File: config.mk
export PLATFORM = sky130hd
export DESIGN_NAME = imm_encoder
export DESIGN_NICKNAME = d
export VERILOG_FILES = /design/src/rtl/imm_encoder_pkg.sv /design/src/rtl/imm_pack.sv /design/src/rtl/imm_encoder.sv
export SDC_FILE = /design/constraint.sdc
export NUM_CORES = 1
export LEC_CHECK = 0
export BUFFER_PORTS_ARGS = -buffer_cell sky130_fd_sc_hd__buf_2
export CAP_MARGIN = 20
export CORE_AREA = 4 4 92 94
export CTS_CLUSTER_SIZE = 25
export DETAILED_ROUTE_END_ITERATION = 10
export DIE_AREA = 0 0 96 98
export GPL_ROUTABILITY_DRIVEN = 0
export PLACE_DENSITY = 0.86
export SYNTH_ARGS = -nofsm -noshare
export SYNTH_HDL_FRONTEND = slang
export SYNTH_HIERARCHICAL = 1
export SYNTH_SLANG_ARGS = --single-unit
File: constraint.sdc
create_clock -name clk -period 4.2 [get_ports clk]
set_clock_uncertainty 0.2 [all_clocks]
set_input_delay 0.84 -clock clk [delete_from_list [all_inputs] [get_ports clk]]
set_output_delay 0.84 -clock clk [all_outputs]
set_load 0.03 [all_outputs]
File: src/rtl/imm_encoder_pkg.sv
// ============================================================================
// Module  : imm_encoder_pkg
// Brief   : Shared format codes, FSM encodings and field offsets for imm_encoder.
// Revision: 1.0
// ============================================================================
`default_nettype none

package imm_encoder_pkg;

    localparam logic [1:0] IMM_I = 2'b00;
    localparam logic [1:0] IMM_S = 2'b01;
    localparam logic [1:0] IMM_B = 2'b10;
    localparam logic [1:0] IMM_J = 2'b11;

    localparam logic [1:0] S_EMPTY = 2'd0;
    localparam logic [1:0] S_FULL  = 2'd1;
    localparam logic [1:0] S_HI    = 2'd2;

    localparam int RD_LSB  = 0;
    localparam int RS1_LSB = 8;

    // True when v is a sign-extended w-bit quantity.
    function automatic logic fits_signed(input logic [31:0] v, input int unsigned w);
        logic [31:0] mask;
        mask = 32'hFFFF_FFFF << (w - 32'd1);
        return ((v & mask) == mask) || ((v & mask) == 32'h0);
    endfunction

endpackage

`default_nettype wire

File: src/rtl/imm_pack.sv
// ============================================================================
// Module  : imm_pack
// Brief   : Combinational scatter of a signed immediate into instr[31:7].
// Revision: 1.0
// ============================================================================
`default_nettype none

module imm_pack
    import imm_encoder_pkg::*;
(
    input  logic [1:0]  fmt_i,
    input  logic [31:0] imm_i,
    input  logic [24:0] base_i,
    output logic [24:0] field_o,
    output logic        err_o
);

    always_comb begin
        field_o = base_i;
        err_o   = 1'b0;
        case (fmt_i)
            IMM_I: begin
                field_o[24:13] = imm_i[11:0];
                err_o          = !fits_signed(imm_i, 12);
            end
            IMM_S: begin
                field_o[24:18] = imm_i[11:5];
                field_o[4:0]   = imm_i[4:0];
                err_o          = !fits_signed(imm_i, 12);
            end
            IMM_B: begin
                field_o[24]    = imm_i[12];
                field_o[23:18] = imm_i[10:5];
                field_o[4:1]   = imm_i[4:1];
                field_o[0]     = imm_i[11];
                err_o          = !fits_signed(imm_i, 13) || imm_i[0];
            end
            default: begin
                field_o[24]    = imm_i[20];
                field_o[23:14] = imm_i[10:1];
                field_o[13]    = imm_i[11];
                field_o[12:5]  = imm_i[19:12];
                err_o          = !fits_signed(imm_i, 21) || imm_i[0];
            end
        endcase
    end

endmodule

`default_nettype wire

File: src/rtl/imm_encoder.sv
// ============================================================================
// Module  : imm_encoder
// Brief   : Valid/ready immediate packer with optional LUI+ADDI expansion.
// Revision: 1.0
// ============================================================================
`default_nettype none

module imm_encoder
    import imm_encoder_pkg::*;
#(
    parameter logic EXPAND_LI = 1'b1
) (
    input  logic        clk,
    input  logic        rst_n,
    input  logic        in_valid,
    output logic        in_ready,
    input  logic [1:0]  in_immcntrl,
    input  logic [31:0] in_imm,
    input  logic [24:0] in_base,
    output logic        out_valid,
    input  logic        out_ready,
    output logic [24:0] out_field,
    output logic        out_upper,
    output logic        out_last,
    output logic        out_err
);

    logic [1:0]  state_q, state_d;
    logic [24:0] field_q;
    logic        upper_q, last_q, err_q;
    logic [11:0] lo_imm_q;
    logic [24:0] lo_base_q;

    logic [1:0]  w_pack_fmt;
    logic [31:0] w_pack_imm;
    logic [24:0] w_pack_base;
    logic [24:0] w_pack_field;
    logic        w_pack_err;
    logic [24:0] w_lo_base;
    logic [19:0] w_hi;
    logic        w_accept, w_expand, w_load_lo;

    // The packer is shared: the pending low beat borrows it while in S_HI.
    assign w_pack_fmt  = (state_q == S_HI) ? IMM_I : in_immcntrl;
    assign w_pack_imm  = (state_q == S_HI) ? {{20{lo_imm_q[11]}}, lo_imm_q} : in_imm;
    assign w_pack_base = (state_q == S_HI) ? lo_base_q : in_base;

    imm_pack u_pack (
        .fmt_i   (w_pack_fmt),
        .imm_i   (w_pack_imm),
        .base_i  (w_pack_base),
        .field_o (w_pack_field),
        .err_o   (w_pack_err)
    );

    // (imm + 0x800) >> 12 equals imm[31:12] plus the carry out of the low half.
    assign w_hi      = in_imm[31:12] + {19'd0, in_imm[11]};
    assign w_accept  = in_valid && in_ready;
    assign w_expand  = EXPAND_LI && (state_q != S_HI) && (in_immcntrl == IMM_I) && w_pack_err;
    assign w_load_lo = (state_q == S_HI) && out_ready;

    always_comb begin
        w_lo_base                 = in_base;
        w_lo_base[RS1_LSB +: 5]   = in_base[RD_LSB +: 5];
    end

    always_ff @(posedge clk or negedge rst_n) begin
        if (!rst_n) state_q <= S_EMPTY;
        else        state_q <= state_d;
    end

    always_comb begin
        state_d = state_q;
        case (state_q)
            S_EMPTY: if (w_accept) state_d = w_expand ? S_HI : S_FULL;
            S_FULL: begin
                if (out_ready) begin
                    if (w_accept) state_d = w_expand ? S_HI : S_FULL;
                    else          state_d = S_EMPTY;
                end
            end
            S_HI:    if (out_ready) state_d = S_FULL;
            default: state_d = S_EMPTY;
        endcase
    end

    always_comb begin
        in_ready  = (state_q == S_EMPTY) || ((state_q == S_FULL) && out_ready);
        out_valid = (state_q != S_EMPTY);
        out_field = field_q;
        out_upper = upper_q;
        out_last  = last_q;
        out_err   = err_q;
    end

    always_ff @(posedge clk or negedge rst_n) begin
        if (!rst_n) begin
            field_q   <= 25'd0;
            upper_q   <= 1'b0;
            last_q    <= 1'b0;
            err_q     <= 1'b0;
            lo_imm_q  <= 12'd0;
            lo_base_q <= 25'd0;
        end else if (w_accept) begin
            if (w_expand) begin
                field_q   <= {w_hi, in_base[RD_LSB +: 5]};
                upper_q   <= 1'b1;
                last_q    <= 1'b0;
                err_q     <= 1'b0;
                lo_imm_q  <= in_imm[11:0];
                lo_base_q <= w_lo_base;
            end else begin
                field_q <= w_pack_field;
                upper_q <= 1'b0;
                last_q  <= 1'b1;
                err_q   <= w_pack_err;
            end
        end else if (w_load_lo) begin
            field_q <= w_pack_field;
            upper_q <= 1'b0;
            last_q  <= 1'b1;
            err_q   <= w_pack_err;
        end
    end

endmodule

`default_nettype wire

==> run metrics <==
Worst Setup EP out_field[23]; setup TNS 0 ns; critical path startpoint state_q[1]; Worst-Margin Slew 0.735 ns; FF/Latch Area 1380 µm²; GRT Overall Usage between 20% and 30%; CTS sink cnt 55; PD cells around 410 nW/µm²; CTS tree yes; Hold WS ~0.26 ns; Multi-input gate area between 2000 and 2500 µm²; CP required around 4.2 ns; FP Rows 32; DR WL/cell approximately 16 µm; TritonRoute pass-1 iters 5; share of cells above drive strength 1 21.9%; first-pass GRT wire length ~17 mm; min Tclk post-route around 3.9 ns; post-cts sizing count 0; Port-buffer cells 85; Die Ht ~98 µm; Initial Util roughly 49%; Critical R2R Capture out_field[23]; CTS Hold Bufs 0; commonest non-fill, non-tap cells in the layout nand2_1, buf_2, dfrtp_1; Vias/cell between 5 and 6; Antenna Nets Post-Route 0; unrepaired setup endpoints after global routing no; vias about 3800; H-tree Lvls 2; Final Hold Fails 0; vias in the first global route approximately 3600; die area around 9400 µm²; total gr overflow 0; DRC 0; R2R Setup Slk about 0.34 ns; Synth Instances between 500 and 600; CP arrival between 3 and 4 ns; min-delay worst type in -> async; Die X roughly 96 µm; design area 4330 µm²; Post-Syn Area ~3800 µm²; CP endpoint kind flop; crit path launch type flop; final net count 639; final setup fails 0; TritonCTS buffer count 5; R2R depth 14; postcts setup bufs 0; max-cap viol count 0; Clk Latency, worst-skew pair ~0.31 ns; largest net degree at the start of global routing 46; Final period util 91.9%; CTS Root Cell clkbuf_8; setup ws final approximately 0.34 ns; syn_nets about 580; kind of critical path reg -> reg; final wirelength 10.6 mm; Layout fillers around 730; f_max ~260 MHz; area delta synth->final 14.7%; RR Startpoint state_q[1]; pre-CTS setup slack 0.247 ns; Placed Area roughly 4200 µm²; Core ar. 7650 µm²; antenna violations before repair 0; ANT cells 0; Clock Pin Slew Worst Setup and Hold Paths 0.10 ns; Longest Clk Path Bufs 2; Worst Path Max Fanout 25; Mapped Avg Cell Area between 7 and 8 µm²; VDD IR max between 0.00015 and 0.0002 V; Slew Limit Fails 0; dpl hpwl between 7 and 8 mm; Syn. warnings 6; status finished, final reports clean; initial drt markers a little over 300; most common cell after layout, fill and taps aside nand2_1; I/O pins 93; Slew headroom between 50% and 60%; leak pwr 2.30 nW; Final Core Density between 50% and 60%
## metrics by stage
stage | total power [mW] | std cells
final | 1.78 | 672
after global routing | 1.89 | 672
after CTS | 1.78 | 671
after detailed placement | 1.47 | 664
after global placement | 1.44 | 664
after floorplan | 1.25 | 507
## power breakdown
| group | switching [mW] | internal, mW | leakage [nW] | total, mW |
|---|---|---|---|---|
| registers | 0.0831 | 0.675 | 0.682 | 0.758 |
| clock network | 0.181 | 0.133 | 0.0477 | 0.314 |
| logic | 0.468 | 0.241 | 1.57 | 0.710 |
| total | 0.732 | 1.05 | 2.30 | 1.78 |
## sequential cells by signal (all words and copies together), names as in the netlist
signal and cells:
lo_imm_q 12, out_last 1, out_upper 1, state_q 2, out_field 25, lo_base_q 13
out_err 1
## final cells by class
type | instances | share of cell area [%]
Multi-Input combinational cell | 406 | 50.8
Tap cell | 102 | 2.95
Inverter | 8 | 0.694
Clock buffer | 6 | 1.91
Sequential cell | 55 | 31.8
Timing Repair Buffer | 94 | 11.7
Clock inverter | 1 | 0.202
## worst max-delay path: stages (launching register included)
cell and delay, ns:
dfrtp_1 0.48, inv_1 0.16, nor2_1 0.18, nand2_1 0.26, buf_4 0.27, nand2_1 0.11, nor4_1 0.09, and3_1 0.19
o21bai_1 0.18, a221oi_2 0.08, o2bb2ai_1 0.39, or4b_4 0.69, and2_0 0.22, mux2i_1 0.13, nand3_1 0.11
## how the worst min path moves through the flow
| stage | cells past startpoint | start | end |
|---|---|---|---|
| finish | 1 | rst_n | out_field[24] |
| global route | 1 | rst_n | out_field[22] |
| CTS | 2 | lo_imm_q[1] | lo_imm_q[1] |
| detailed placement | 2 | lo_imm_q[1] | lo_imm_q[1] |
| global placement | 2 | lo_imm_q[11] | lo_imm_q[11] |
| floorplan | 2 | lo_base_q[13] | lo_base_q[13] |
## layer usage
metal / track usage [%] / routed length (µm) / vias up / share of wire (%)
met2: 35.0 / 4840 / 187 / 46
met4: 8.64 / 333 / 0 / 3.2
met3: 4.08 / 786 / 29 / 7.4
met1: 32.0 / 4610 / 1759 / 44
li1: - / - / 1829 / -
met5: 0 / 0 / - / 0
No activity file was read; power rests on OpenSTA's default activity.
